`src/rtl/uart_matrix_cmd_parser.sv`:
```
// rtl/uart_matrix_cmd_parser.sv - ASCII decimal command parser feeding matrix storage and operation control.
// Define PARSER_SIGNED_EN to accept a leading '-' on element and scalar tokens (two's complement).
module uart_matrix_cmd_parser #(
    parameter int DATA_W  = 8,
    parameter int DIM_W   = 3,
    parameter int MAX_DIM = 5,
    parameter int ID_W    = 4,
    parameter int NUM_OPS = 2,
    parameter int CNT_W   = 4,
    parameter int IDX_W   = 5
) (
    input  logic                    clk,
    input  logic                    rst_n,
    input  logic [7:0]              rx_data,
    input  logic                    rx_valid,
    input  logic                    start,
    input  logic [1:0]              mode_sel,
    output logic                    busy,
    output logic [DIM_W-1:0]        dim_m,
    output logic [DIM_W-1:0]        dim_n,
    output logic [DATA_W-1:0]       elem_data,
    output logic [IDX_W-1:0]        elem_idx,
    output logic                    elem_we,
    output logic [CNT_W-1:0]        gen_count,
    output logic [NUM_OPS*ID_W-1:0] op_ids,
    output logic                    done,
    output logic                    err,
    output logic [1:0]              err_code
);

    localparam int ACC_W  = DATA_W + 4;
    localparam int MUL_W  = ACC_W + 4;
    localparam int SLOT_W = (NUM_OPS > 1) ? $clog2(NUM_OPS) : 1;

`ifdef PARSER_SIGNED_EN
    localparam bit SIGNED_EN = 1'b1;
`else
    localparam bit SIGNED_EN = 1'b0;
`endif

    localparam logic [MUL_W-1:0] U_MAX   = MUL_W'({DATA_W{1'b1}});
    localparam logic [ACC_W-1:0] POS_MAX = ACC_W'({(DATA_W-1){1'b1}});
    localparam logic [ACC_W-1:0] NEG_MAX = ACC_W'(1) << (DATA_W - 1);
    localparam logic [ACC_W-1:0] DIM_LIM = ACC_W'(MAX_DIM);
    localparam logic [ACC_W-1:0] ID_LIM  = ACC_W'(1) << ID_W;

    localparam logic [1:0] MODE_INPUT = 2'b00;
    localparam logic [1:0] MODE_GEN   = 2'b01;
    localparam logic [1:0] MODE_SEL   = 2'b10;

    localparam logic [1:0] EC_ILLEGAL  = 2'd0;
    localparam logic [1:0] EC_OVERFLOW = 2'd1;
    localparam logic [1:0] EC_BAD_ARG  = 2'd2;
    localparam logic [1:0] EC_ABORT    = 2'd3;

    typedef enum logic [3:0] {
        S_IDLE,
        S_DIM_M,
        S_DIM_N,
        S_ELEMS,
        S_COUNT,
        S_IDS,
        S_SCALAR,
        S_DONE,
        S_ERR
    } state_t;

    state_t                    state, state_d;
    logic [1:0]                mode, mode_d;
    logic [ACC_W-1:0]          acc, acc_d;
    logic                      ovf, ovf_d;
    logic                      have_dig, have_dig_d;
    logic                      neg, neg_d;
    logic [IDX_W-1:0]          elem_cnt, elem_cnt_d;
    logic [SLOT_W-1:0]         slot, slot_d;

    logic                      busy_d;
    logic [DIM_W-1:0]          dim_m_d, dim_n_d;
    logic [DATA_W-1:0]         elem_data_d;
    logic [IDX_W-1:0]          elem_idx_d;
    logic                      elem_we_d;
    logic [CNT_W-1:0]          gen_count_d;
    logic [NUM_OPS*ID_W-1:0]   op_ids_d;
    logic                      done_d, err_d;
    logic [1:0]                err_code_d;

    logic                      is_digit, is_sep, is_esc, is_minus;
    logic [MUL_W-1:0]          acc_mul;
    logic [DATA_W-1:0]         elem_val;
    logic                      elem_fits, dim_ok;
    logic [IDX_W-1:0]          elem_last;
    logic                      fail;
    logic [1:0]                fail_code;

    always_comb begin
        is_digit  = (rx_data >= 8'h30) && (rx_data <= 8'h39);
        is_sep    = (rx_data == 8'h20) || (rx_data == 8'h0D) ||
                    (rx_data == 8'h0A) || (rx_data == 8'h2C);
        is_esc    = (rx_data == 8'h1B);
        is_minus  = (rx_data == 8'h2D);
        acc_mul   = MUL_W'(acc) * MUL_W'(10) + MUL_W'(rx_data[3:0]);
        elem_val  = neg ? (DATA_W'(0) - acc[DATA_W-1:0]) : acc[DATA_W-1:0];
        // Sticky ovf already covers the unsigned range; signed entry narrows it further.
        elem_fits = !ovf && (!SIGNED_EN || (neg ? (acc <= NEG_MAX) : (acc <= POS_MAX)));
        dim_ok    = (acc != '0) && (acc <= DIM_LIM);
        elem_last = IDX_W'(int'(dim_m) * int'(dim_n) - 1);

        state_d     = state;
        mode_d      = mode;
        acc_d       = acc;
        ovf_d       = ovf;
        have_dig_d  = have_dig;
        neg_d       = neg;
        elem_cnt_d  = elem_cnt;
        slot_d      = slot;
        dim_m_d     = dim_m;
        dim_n_d     = dim_n;
        elem_data_d = elem_data;
        elem_idx_d  = elem_idx;
        elem_we_d   = 1'b0;
        gen_count_d = gen_count;
        op_ids_d    = op_ids;
        done_d      = (state == S_DONE);
        err_d       = (state == S_ERR);
        err_code_d  = err_code;
        fail        = 1'b0;
        fail_code   = EC_ILLEGAL;

        case (state)
            S_IDLE: begin
                acc_d      = '0;
                ovf_d      = 1'b0;
                have_dig_d = 1'b0;
                neg_d      = 1'b0;
                if (start && !busy) begin
                    mode_d     = mode_sel;
                    elem_cnt_d = '0;
                    slot_d     = '0;
                    case (mode_sel)
                        MODE_INPUT, MODE_GEN: state_d = S_DIM_M;
                        MODE_SEL:             state_d = S_IDS;
                        default:              state_d = S_SCALAR;
                    endcase
                end
            end

            S_DONE, S_ERR: begin
                state_d    = S_IDLE;
                acc_d      = '0;
                ovf_d      = 1'b0;
                have_dig_d = 1'b0;
                neg_d      = 1'b0;
            end

            default: begin
                if (rx_valid) begin
                    if (is_esc) begin
                        fail      = 1'b1;
                        fail_code = EC_ABORT;
                    end else if (is_digit) begin
                        acc_d      = acc_mul[ACC_W-1:0];
                        ovf_d      = ovf || (acc_mul > U_MAX);
                        have_dig_d = 1'b1;
                    end else if (is_minus && SIGNED_EN && !have_dig && !neg &&
                                 (state == S_ELEMS || state == S_SCALAR)) begin
                        neg_d = 1'b1;
                    end else if (is_sep && !have_dig) begin
                        // Empty separator runs are skipped; a lone '-' is not a token.
                        if (neg) begin
                            fail      = 1'b1;
                            fail_code = EC_ILLEGAL;
                        end
                    end else if (is_sep) begin
                        acc_d      = '0;
                        ovf_d      = 1'b0;
                        have_dig_d = 1'b0;
                        neg_d      = 1'b0;
                        case (state)
                            S_DIM_M, S_DIM_N: begin
                                if (ovf) begin
                                    fail      = 1'b1;
                                    fail_code = EC_OVERFLOW;
                                end else if (!dim_ok) begin
                                    fail      = 1'b1;
                                    fail_code = EC_BAD_ARG;
                                end else if (state == S_DIM_M) begin
                                    dim_m_d = acc[DIM_W-1:0];
                                    state_d = S_DIM_N;
                                end else begin
                                    dim_n_d = acc[DIM_W-1:0];
                                    state_d = (mode == MODE_INPUT) ? S_ELEMS : S_COUNT;
                                end
                            end
                            S_ELEMS, S_SCALAR: begin
                                if (!elem_fits) begin
                                    fail      = 1'b1;
                                    fail_code = EC_OVERFLOW;
                                end else begin
                                    elem_data_d = elem_val;
                                    elem_we_d   = 1'b1;
                                    if (state == S_SCALAR) begin
                                        elem_idx_d = '0;
                                        state_d    = S_DONE;
                                    end else begin
                                        elem_idx_d = elem_cnt;
                                        elem_cnt_d = elem_cnt + 1'b1;
                                        if (elem_cnt == elem_last) state_d = S_DONE;
                                    end
                                end
                            end
                            S_COUNT: begin
                                if (ovf) begin
                                    fail      = 1'b1;
                                    fail_code = EC_OVERFLOW;
                                end else begin
                                    gen_count_d = acc[CNT_W-1:0];
                                    state_d     = S_DONE;
                                end
                            end
                            default: begin
                                if (ovf) begin
                                    fail      = 1'b1;
                                    fail_code = EC_OVERFLOW;
                                end else if (acc >= ID_LIM) begin
                                    fail      = 1'b1;
                                    fail_code = EC_BAD_ARG;
                                end else begin
                                    op_ids_d[int'(slot)*ID_W +: ID_W] = acc[ID_W-1:0];
                                    slot_d = slot + 1'b1;
                                    if (slot == SLOT_W'(NUM_OPS - 1)) state_d = S_DONE;
                                end
                            end
                        endcase
                    end else begin
                        fail      = 1'b1;
                        fail_code = EC_ILLEGAL;
                    end
                end
            end
        endcase

        if (fail) begin
            state_d    = S_ERR;
            err_code_d = fail_code;
            acc_d      = '0;
            ovf_d      = 1'b0;
            have_dig_d = 1'b0;
            neg_d      = 1'b0;
        end

        // Busy stays up through the done/err pulse so a start in that cycle is ignored.
        busy_d = (state_d != S_IDLE) || (state == S_DONE) || (state == S_ERR);
    end

    always_ff @(posedge clk or negedge rst_n) begin
        if (!rst_n) begin
            state     <= S_IDLE;
            mode      <= 2'b00;
            acc       <= '0;
            ovf       <= 1'b0;
            have_dig  <= 1'b0;
            neg       <= 1'b0;
            elem_cnt  <= '0;
            slot      <= '0;
            busy      <= 1'b0;
            dim_m     <= '0;
            dim_n     <= '0;
            elem_data <= '0;
            elem_idx  <= '0;
            elem_we   <= 1'b0;
            gen_count <= '0;
            op_ids    <= '0;
            done      <= 1'b0;
            err       <= 1'b0;
            err_code  <= 2'b00;
        end else begin
            state     <= state_d;
            mode      <= mode_d;
            acc       <= acc_d;
            ovf       <= ovf_d;
            have_dig  <= have_dig_d;
            neg       <= neg_d;
            elem_cnt  <= elem_cnt_d;
            slot      <= slot_d;
            busy      <= busy_d;
            dim_m     <= dim_m_d;
            dim_n     <= dim_n_d;
            elem_data <= elem_data_d;
            elem_idx  <= elem_idx_d;
            elem_we   <= elem_we_d;
            gen_count <= gen_count_d;
            op_ids    <= op_ids_d;
            done      <= done_d;
            err       <= err_d;
            err_code  <= err_code_d;
        end
    end

endmodule

```
`config.mk`:
```
export PLATFORM = sky130hd
export DESIGN_NAME = uart_matrix_cmd_parser
export DESIGN_NICKNAME = d
export VERILOG_FILES = /design/src/rtl/uart_matrix_cmd_parser.sv
export SDC_FILE = /design/constraint.sdc
export NUM_CORES = 1
export LEC_CHECK = 0
export BUFFER_PORTS_ARGS = -buffer_cell sky130_fd_sc_hd__buf_2
export CAP_MARGIN = 0
export CORE_UTILIZATION = 55
export CTS_BUF_LIST = sky130_fd_sc_hd__clkbuf_8
export CTS_CLUSTER_DIAMETER = 60
export CTS_CLUSTER_SIZE = 24
export DETAILED_ROUTE_END_ITERATION = 16
export GPL_ROUTABILITY_DRIVEN = 0
export PLACE_DENSITY = 0.76
export SYNTH_ARGS = -nofsm -noshare
export SYNTH_HDL_FRONTEND = slang
export SYNTH_SLANG_ARGS = --single-unit
```
`constraint.sdc`:
```
create_clock -name clk -period 2.93 [get_ports clk]
set_input_delay 0.4395 -clock clk [delete_from_list [all_inputs] [get_ports clk]]
set_output_delay 0.4395 -clock clk [all_outputs]
set_load 0.01 [all_outputs]
```
==> metrics.md, run 1 <==
| Metric | Value |
|---|---|
| Most common cell after layout, fill and taps aside | `dfrtp_1` |
| Worst EP arrival | `3.26 ns` |
| CTS root buf | `clkbuf_8` |
| Cts bufs inserted | `9` |
| Die Area | `7840 um^2` |
| Dpl ws | `-0.145 ns` |
| Kind of critical path | `reg -> reg` |
| Pwr Density | `509 nW/um^2` |
| WL final | `9370 um` |
| Setup crit start kind | `flop` |
| Hold buffer count at CTS | `0` |
| Synthesized flop and latch total | `63` |
| Synth warn | `0` |
| Die Ht | `88.5 um` |
| DR vias | `3362` |
| Layout area overhead | `18.7%` |
| Router iterations before antenna repair | `5` |
| Vias in the first global route | `3165` |
| Min cycle time layout | `3.05 ns` |
| Crit share post-route | `104%` |
| Syn avg cell area | `10.3 um^2` |
| First-pass GRT wire length | `15300 um` |
| Violations in the final reports | `negative setup slack` |
| CTS clk-pin slew, worst paths | `0.08 ns` |
| Detail Route Antenna Nets | `0` |
| Final Hold Fails | `0` |
| Worst-margin pin slew | `0.582 ns` |
| Final worst slack | `-0.122 ns` |
| Cell area after synthesis | `4120 um^2` |
| Initial antenna violation count | `0` |
| Fraction of layout cells with a size suffix above 1 | `29.9%` |
| CTS tree | `yes` |
| Syn Nets | `447` |
| First-iteration detailed-routing DRC count | `132` |
| Register area share after synthesis | `38.3%` |
| Initial core utilization | `56.8%` |
| Commonest non-fill, non-tap cells in the layout | `63 x dfrtp_1, 50 x buf_2, 41 x nand2_1` |
| Skew-Pair Late Insertion Delay | `0.34 ns` |
| CP Capture Type | `flop` |
| Largest net degree at the start of global routing | `44` |
| GRT Total Usage | `25.7%` |
| Worst hold-check path type | `in -> async` |
| Diodes inserted | `0` |
| Internal | `1.56 mW` |
| Post-Synthesis Cells | `398` |
| Final core occ | `67.4%` |
| Maximum clock rate | `0.328 GHz` |
| Gr ovfl total | `0` |
| Post-synth EDFFs | `0` |
| Post-synth cell types | `61` |
| Sink Count | `63` |
| Vias per cell | `5.76` |
| Overall Power | `2.49 mW` |
| Max Cap Viol | `0` |
| Lkg Pwr | `2.46 nW` |
| Site Rows | `31` |
| Post-DP HPWL | `7140 um` |
| Seq pwr share | `42.6%` |
| Final setup fails | `1` |
| DRC Markers | `0` |
| CP Max Fanout | `2` |
| Max-slew headroom | `60.8%` |
| Worst EP required | `3.14 ns` |
| Maximum clock insertion buffer count | `2` |
| Final #Nets | `529` |
| Combinational group share of total power | `29.5%` |
| Clock Skews | `0.00952 ns` |
| Clock share of power | `27.9%` |
| Psw | `929 uW` |
| Wire per inst | `16.0 um` |
| Setup_tns | `-0.122 ns` |
| Sw frac | `37.3%` |
| R2R cell count | `11` |
| Number of buffers added on ports | `50` |
| Fin. max-slew vios | `0` |
| Io pins | `51` |
| VDD IR max | `311 uV` |
| H-tree levels | `3` |
| Fraction of registers with async set/reset | `100%` |
| Status | `finished, violations left` |
| Main flop type after synthesis | `dfrtp_1` |
| Core area | `7250 um^2` |
| RSZ-0062 raised after global routing | `true` |
| Die W | `88.5 um` |
## final cells by class
type                       instances  area, um^2
multi-input combinational        311        2470
fill                             603        2360
sequential                        63        1580
timing repair buffer              81         483
clock buffer                       9         124
tap                               99         124
clock inverter                     7        55.1
inverter                          14        52.6
## synth_stat cells (4+ instances only)
master,number,area share [%]
a22o_1,12,2.6
a31oi_1,4,0.61
nand4_1,6,0.91
nor4_1,5,0.76
nand2_1,41,3.7
xor2_1,10,2.1
inv_1,14,1.3
nor2b_1,6,0.91
ha_1,31,9.4
nor2_1,23,2.1
or3_1,4,0.61
nand2b_1,6,0.91
a21oi_1,18,2.2
dfrtp_1,63,38
buf_2,4,0.49
nand3_1,8,0.97
fa_1,4,1.9
and2_1,4,0.61
a21o_1,5,0.91
nor3_1,7,0.85
o21ai_0,20,2.4
clkbuf_1,6,0.55
xnor2_1,13,2.8
mux2_2,28,7.7
## registers in the layout, indices dropped and copies added, names as in the netlist, 2 cells and up
register	count
acc	12
elem_data	8
op_ids	8
elem_cnt	5
elem_idx	5
gen_count	4
state	4
dim_m	3
dim_n	3
err_code	2
mode	2
## worst max-delay path: stages, from the launching register on
cell and delay [ns]:
dfrtp_1 0.36, nand2_1 0.07, ha_1 0.31, fa_1 0.54, inv_1 0.06, ha_1 0.27, a21o_1 0.16, a21oi_2 0.11
xnor3_1 0.16, nor4_1 0.06, o311a_1 0.32, or4b_1 0.49
## path summary, 6_finish.rpt
| kind | start | slack [ns] | to |
|---|---|---|---|
| max in group asynchronous | rst_n | 1.99 | acc[3] |
| setup / recovery | dim_m[1] | -0.12 | busy |
| setup reg to reg | dim_m[1] | -0.12 | busy |
| min in group clk | mode_sel[0] | 0.32 | mode[0] |
| hold / removal | rst_n | 0.04 | elem_cnt[4] |
| hold reg to reg | mode[1] | 0.48 | mode[1] |
## power groups by stage
stage,logic (mW),clock network (mW),registers [mW]
6_report,0.735,0.693,1.06
3_5_place_dp,0.727,0,1.07
3_3_place_gp,0.714,0,1.07
4_1_cts,0.730,0.710,1.06
5_1_grt,0.825,0.750,1.07
2_1_floorplan,0.490,0,1.05
## timing repair
action,CTS,global route
setup endpoints to repair,2,3
setup buffers,0,1
pin swaps,2,3
resized for setup,2,3
## logic make-up (layout without fill, tap and decap cells)
logic type	count (synthesis)	count (layout)	share of synthesized area [%]
AND/OR/NAND/NOR	134	134	18.6
AO/OA/AOI/OAI	88	88	15.6
flip-flops	63	63	38.3
adder cells (fa/ha/maj)	35	35	11.4
multiplexers	29	29	7.90
XOR/XNOR	25	25	5.98
buffers and inverters	24	111	2.31
## metal layers
metal | up-vias | routed length, um | global-route usage [%]
met5 | - | 0 | 0
met4 | 0 | 194 | 8.21
met3 | 24 | 343 | 5.88
met2 | 83 | 4620 | 43.0
met1 | 1622 | 4210 | 33.1
li1 | 1633 | - | -
## metrics by stage
| step | cell area [um^2] | hold slack, ns | std cells |
|---|---|---|---|
| floorplan | 4130 | 0.144 | 398 |
| global placement | 4680 | 0.409 | 567 |
| detailed placement | 4680 | 0.415 | 567 |
| CTS | 4870 | 0.0440 | 583 |
| global route | 4890 | 0.0594 | 584 |
| finish | 4890 | 0.0427 | 584 |
No activity file was read; power rests on OpenSTA's default activity.
==> run 2: changes to the inputs <==
--- a/config.mk
+++ b/config.mk
@@ -5,6 +5,7 @@
 export SDC_FILE = /design/constraint.sdc
 export NUM_CORES = 1
 export LEC_CHECK = 0
+export ABC_AREA = 1
 export BUFFER_PORTS_ARGS = -buffer_cell sky130_fd_sc_hd__buf_2
 export CAP_MARGIN = 0
 export CORE_UTILIZATION = 55
==> metrics.md, run 2 <==
| Metric | Value |
|---|---|
| Post-synth EDFFs | `0` |
| Top reg by flops | `acc` |
| Internal | `1.76 mW` |
| CP Max Fanout | `5` |
| Post-Synthesis Cells | `602` |
| Detail Route Antenna Nets | `0` |
| Worst EP arrival | `2.99 ns` |
| Die Ht | `91.4 um` |
| Combinational group share of total power | `32.4%` |
| Status | `complete, no violations` |
| Diodes inserted | `0` |
| Lkg Pwr | `2.82 nW` |
| Final #Nets | `712` |
| DRC Markers | `0` |
| Overall Power | `2.86 mW` |
| VDD IR max | `352 uV` |
| Maximum clock rate | `0.364 GHz` |
| Psw | `1.10 mW` |
| Top cells by area, synth | `dfrtp_1 36%, nand2_1 16%, ha_1 8.8%, nand3_1 6.7%, inv_1 6.6%` |
| Count leader, synth | `nand2_1` |
| Final Hold Fails | `0` |
| Number of buffers added on ports | `50` |
| Max FFs per register | `12` |
| Fin. max-slew vios | `0` |
| Post-synthesis simple-gate area fraction | `33.2%` |
| Router iterations before antenna repair | `5` |
| Synth warn | `0` |
| CP Capture Type | `flop` |
| Crit share post-route | `93.8%` |
| Vias per cell | `5.43` |
| Wire per inst | `13.6 um` |
| WL final | `10500 um` |
| Syn avg cell area | `7.30 um^2` |
| Post-DP HPWL | `8010 um` |
| Pwr Density | `566 nW/um^2` |
| Cts bufs inserted | `9` |
| Min cycle time layout | `2.75 ns` |
| First-iteration detailed-routing DRC count | `251` |
| Worst-margin pin slew | `0.787 ns` |
| Fraction of registers with async set/reset | `100%` |
| Seq pwr share | `37.1%` |
| Die Area | `8360 um^2` |
| Commonest non-fill, non-tap cells in the layout | `186 x nand2_1, 77 x inv_1, 62 x dfrtp_1` |
| Core area | `7730 um^2` |
| Fraction of layout cells with a size suffix above 1 | `16.8%` |
| R2r startpoint | `dim_m[0]` |
| Cell area after synthesis | `4400 um^2` |
| Layout area overhead | `14.7%` |
| Setup_tns | `0 ns` |
| Site Rows | `32` |
| Vias in the first global route | `3844` |
| Setup crit start kind | `flop` |
| Worst EP required | `3.17 ns` |
| CTS root buf | `clkbuf_8` |
| Compound-Gate Fraction of Synth Area | `8.74%` |
| Largest family of logic cells by synthesized area | `simple AND/OR/NAND/NOR gates` |
| GRT Total Usage | `26.8%` |
| Post-synth cell types | `36` |
| Skew-Pair Late Insertion Delay | `0.35 ns` |
| Sw frac | `38.4%` |
| Kind of critical path | `reg -> reg` |
| Max-slew headroom | `47.6%` |
| Worst hold-check path type | `in -> async` |
| Mux share of post-synthesis cell area | `0.512%` |
| Maximum clock insertion buffer count | `2` |
| CTS clk-pin slew, worst paths | `0.08 ns` |
| Main flop type after synthesis | `dfrtp_1` |
| Initial antenna violation count | `0` |
| Crit path launch | `dim_m[0]` |
| Max Cap Viol | `0` |
| H-tree levels | `3` |
| Most frequent cells after synthesis | `186 x nand2_1, 77 x inv_1, 63 x dfrtp_1` |
| Syn Nets | `651` |
| Area leader, netlist | `dfrtp_1` |
| Yosys top cell area share | `35.9%` |
| Die W | `91.4 um` |
| RSZ-0062 raised after global routing | `false` |
| CTS tree | `yes` |
| Synth Area in Adders | `10.6%` |
| Most common cell after layout, fill and taps aside | `nand2_1` |
| DR vias | `4181` |
| First-pass GRT wire length | `17700 um` |
| Clock share of power | `30.5%` |
| Largest net degree at the start of global routing | `64` |
| Gr ovfl total | `0` |
| Filler instances | `654` |
| Clock Skews | `0.00750 ns` |
| Register area share after synthesis | `35.9%` |
| XOR/XNOR Fraction of Synth Area | `2.79%` |
| Sink Count | `63` |
| Initial core utilization | `56.9%` |
| Io pins | `51` |
| Synthesized flop and latch total | `63` |
| Biggest regs | `acc (12), elem_data (8), op_ids (8)` |
| Final setup fails | `0` |
run 2: per-layer routing:
layer / share of wire [%] / up-vias / GRT usage [%] / routed length [um]
li1: - / 2064 / - / -
met1: 44 / 1937 / 35.3 / 4650
met2: 47 / 153 / 45.2 / 4980
met3: 6.2 / 27 / 4.36 / 645
met4: 2.0 / 0 / 8.20 / 209
met5: 0 / - / 0 / 0
run 2: path summary, 6_finish.rpt:
| path | to | cells past startpoint | slack [ns] |
|---|---|---|---|
| max | state[3] | 12 | 0.18 |
| min | op_ids[1] | 2 | 0.25 |
| max reg2reg | state[3] | 12 | 0.18 |
| min reg2reg | elem_idx[3] | 2 | 0.48 |
| max in group asynchronous | acc[1] | 2 | 2.14 |
| min in group clk | mode[1] | 3 | 0.34 |
run 2: critical path: stages (launching register included):
cell and delay (ns):
dfrtp_1 0.41, nand2_1 0.08, ha_1 0.30, fa_1 0.48
fa_1 0.56, xor2_1 0.15, nand3_1 0.10, nor2_2 0.15
nand3_1 0.09, nand2_1 0.07, o2111ai_1 0.10, nand3_1 0.09
nand2_1 0.05
run 2: layout make-up:
type	instances	area, um^2	share of cell area [%]
clock inverter	6	92.6	1.84
inverter	83	312	6.18
timing repair buffer	57	303	6.00
clock buffer	10	138	2.73
multi-input combinational	449	2490	49.4
tap	102	128	2.53
sequential	63	1580	31.3
run 2: through the flow:
stage / instance area (um^2) / std cells / hold WS [ns] / setup WS [ns] / util, %
after CTS: 4970 / 765 / 0.282 / 0.0843 / 64.3
after global routing: 5040 / 770 / 0.312 / 0.0172 / 65.3
after floorplan: 4400 / 602 / 0.144 / 0.271 / -
after detailed placement: 4740 / 749 / 0.460 / 0.101 / 61.3
after global placement: 4740 / 749 / 0.461 / 0.179 / 61.3
final: 5040 / 770 / 0.248 / 0.183 / 65.3
run 2: cells by family after synthesis:
logic type               after synthesis
XOR/XNOR                              14
flip-flops                            63
multiplexers                           2
adder cells (fa/ha/maj)               35
AO/OA/AOI/OAI                         69
AND/OR/NAND/NOR                      329
buffers and inverters                 90
run 2: timing repair:
item                       4_1_cts  5_1_grt
buffers inserted                 0        5
hold buffers                     0        0
setup endpoints to repair        0        2
resized for setup                0       11
run 2: power by group through the flow:
stage	combinational [mW]	clock, mW	sequential, mW
CTS	0.909	0.887	1.05
floorplan	0.728	0	1.04
global route	1.03	0.921	1.07
finish	0.925	0.872	1.06
global placement	0.877	0	1.07
detailed placement	0.900	0	1.07
==> run 3: changes to the inputs <==
--- a/config.mk
+++ b/config.mk
@@ -8,13 +8,13 @@
 export ABC_AREA = 1
 export BUFFER_PORTS_ARGS = -buffer_cell sky130_fd_sc_hd__buf_2
 export CAP_MARGIN = 0
-export CORE_UTILIZATION = 55
+export CORE_UTILIZATION = 38
 export CTS_BUF_LIST = sky130_fd_sc_hd__clkbuf_8
 export CTS_CLUSTER_DIAMETER = 60
 export CTS_CLUSTER_SIZE = 24
 export DETAILED_ROUTE_END_ITERATION = 16
 export GPL_ROUTABILITY_DRIVEN = 0
-export PLACE_DENSITY = 0.76
+export PLACE_DENSITY = 0.55
 export SYNTH_ARGS = -nofsm -noshare
 export SYNTH_HDL_FRONTEND = slang
 export SYNTH_SLANG_ARGS = --single-unit
==> constraint.sdc (replaced) <==
create_clock -name clk -period 2.4 [get_ports clk]
set_input_delay 0.36 -clock clk [delete_from_list [all_inputs] [get_ports clk]]
set_output_delay 0.36 -clock clk [all_outputs]
set_load 0.01 [all_outputs]
==> metrics.md, run 3 (synthesized netlist as in run 2, its figures left out) <==
| Metric | Value |
|---|---|
| Final worst slack | `-0.243 ns` |
| H-tree levels | `3` |
| Kind of critical path | `reg -> reg` |
| Fin. max-slew vios | `0` |
| Multi-input logic area | `2670 um^2` |
| WL final | `11300 um` |
| Io pins | `51` |
| Worst hold-check path type | `in -> async` |
| Worst path cell trace | `ha_1 -> ha_2 -> inv_2 -> fa_2 -> buf_6 -> inv_4 -> nand3_4 -> nor2_4 -> nand2_1 -> nor2_2 -> nand2_1 -> nand2_2 -> nor2_2 -> nand3_1 -> nor2_1 -> nand3_1 -> nand2_1 -> nand2_1` |
| Internal | `2.27 mW` |
| CP Max Fanout | `2` |
| Initial core utilization | `39.7%` |
| RSZ-0062 raised after global routing | `true` |
| Core area | `11100 um^2` |
| Pwr Density | `642 nW/um^2` |
| Biggest regs | `acc (12), elem_data (8), op_ids (8)` |
| Sw frac | `37.2%` |
| Overall Power | `3.61 mW` |
| Setup crit start kind | `flop` |
| Largest stage delay on the critical path | `0.57 ns` |
| Final Hold Fails | `0` |
| Commonest non-fill, non-tap cells in the layout | `176 x nand2_1, 73 x inv_1, 63 x dfrtp_1` |
| Combinational group share of total power | `34.1%` |
| Worst EP arrival | `2.88 ns` |
| Site Rows | `38` |
| First-pass GRT wire length | `19000 um` |
| Gr ovfl total | `0` |
| Clock share of power | `30.5%` |
| Cts bufs inserted | `9` |
| Initial antenna violation count | `0` |
| Lkg Pwr | `3.07 nW` |
| CTS tree | `yes` |
| First-iteration detailed-routing DRC count | `212` |
| Max Cap Viol | `0` |
| Worst-margin pin slew | `0.710 ns` |
| Wire per inst | `13.3 um` |
| Die Area | `12000 um^2` |
| DR vias | `4220` |
| Maximum clock insertion buffer count | `2` |
| GRT Total Usage | `20.5%` |
| VDD IR max | `382 uV` |
| Status | `finished, violations left` |
| Placed Instance Area | `5100 um^2` |
| CTS clk-pin slew, worst paths | `0.08 ns` |
| Dpl ws | `-0.308 ns` |
| Maximum clock rate | `0.378 GHz` |
| Worst EP required | `2.64 ns` |
| Crit path launch | `acc[3]` |
| Vias per cell | `4.96` |
| Fraction of layout cells with a size suffix above 1 | `26.7%` |
| Most common cell after layout, fill and taps aside | `nand2_1` |
| Largest net degree at the start of global routing | `35` |
| Clock Skews | `0.0104 ns` |
| DRC Markers | `0` |
| Crit share post-route | `110%` |
| R2r startpoint | `acc[3]` |
| Min cycle time layout | `2.64 ns` |
| CTS root buf | `clkbuf_8` |
| Top reg by flops | `acc` |
| Filler instances | `1108` |
| Violations in the final reports | `negative setup slack` |
| Sequential Area | `1580 um^2` |
| Diodes inserted | `0` |
| Design Area, Final | `5620 um^2` |
| Final #Nets | `755` |
| Layout area overhead | `27.9%` |
| CP Capture Type | `flop` |
| Vias in the first global route | `4050` |
| Stages on worst setup path | `18` |
| Die Ht | `110 um` |
| CP most frequent cell | `nand2_1` |
| Seq pwr share | `35.5%` |
| Placed Cells | `827` |
| Skew-Pair Late Insertion Delay | `0.35 ns` |
| Die W | `110 um` |
| Max FFs per register | `12` |
| Psw | `1.34 mW` |
| Max-slew headroom | `52.7%` |
| Post-DP HPWL | `8810 um` |
| R2R cell count | `18` |
| Layout Cells excl Fill | `851` |
| Final setup fails | `6` |
| Detail Route Antenna Nets | `0` |
| Sink Count | `63` |
| Number of buffers added on ports | `50` |
| Router iterations before antenna repair | `5` |
| CP max-delay cell | `fa_2` |
| Delay-heaviest family, CP | `adder cells` |
| Critical path buffers and inverters | `3` |
## run 3: final cells by class
| cell class | instances | share of cell area, % |
|---|---|---|
| clock buffers | 12 | 2.94 |
| clock inverters | 4 | 1.36 |
| flip-flops and latches | 63 | 28.0 |
| well taps | 140 | 3.11 |
| inverters | 83 | 5.58 |
| repair buffers | 100 | 11.5 |
| multi-input cells | 449 | 47.4 |
## run 3: worst paths after layout
path | to | slack [ns]
max in group asynchronous | elem_idx[4] | 1.71
min in group clk | mode[1] | 0.27
max reg2reg | ovf | -0.24
min | gen_count[2] | 0.06
min reg2reg | elem_idx[2] | 0.48
max | ovf | -0.24
## run 3: worst register-to-register path: stages (launching register included)
cell     delay (ns)
dfrtp_1        0.40
ha_1           0.28
ha_2           0.18
inv_2          0.04
fa_2           0.57
buf_6          0.13
inv_4          0.03
nand3_4        0.07
nor2_4         0.04
nand2_1        0.11
nor2_2         0.05
nand2_1        0.07
nand2_2        0.08
nor2_2         0.10
nand3_1        0.08
nor2_1         0.10
nand3_1        0.08
nand2_1        0.06
nand2_1        0.05
## run 3: stage by stage
step	hold slack, ns	utilization [%]	setup TNS, ns
5_1_grt	0.121	50.8	-1.96
6_report	0.0563	50.8	-0.813
3_5_place_dp	0.459	46.1	-0.780
3_3_place_gp	0.452	46.1	-0.556
4_1_cts	0.0679	49.2	-1.02
2_1_floorplan	0.0644	-	-0.322
## run 3: repair_timing
item,4_1_cts,5_1_grt
setup endpoints to repair,5,16
buffers inserted,8,3
pin swaps,14,33
resized for setup,13,43
hold buffers,0,0
## run 3: metal layers
metal,up-vias,global-route usage [%],part of all wire (%),wire length (um)
met5,-,0,0,0
met3,15,2.73,3.9,447
li1,2155,-,-,-
met2,80,34.1,47,5290
met1,1970,27.5,48,5400
met4,0,7.05,1.6,183
## run 3: power by group through the flow
| stage | Combinational (mW) | Sequential (mW) | Clock (mW) |
|---|---|---|---|
| after global placement | 1.18 | 1.30 | 0 |
| after detailed placement | 1.19 | 1.30 | 0 |
| final | 1.23 | 1.28 | 1.10 |
| after floorplan | 0.888 | 1.27 | 0 |
| after global routing | 1.40 | 1.30 | 1.17 |
| after CTS | 1.21 | 1.28 | 1.13 |
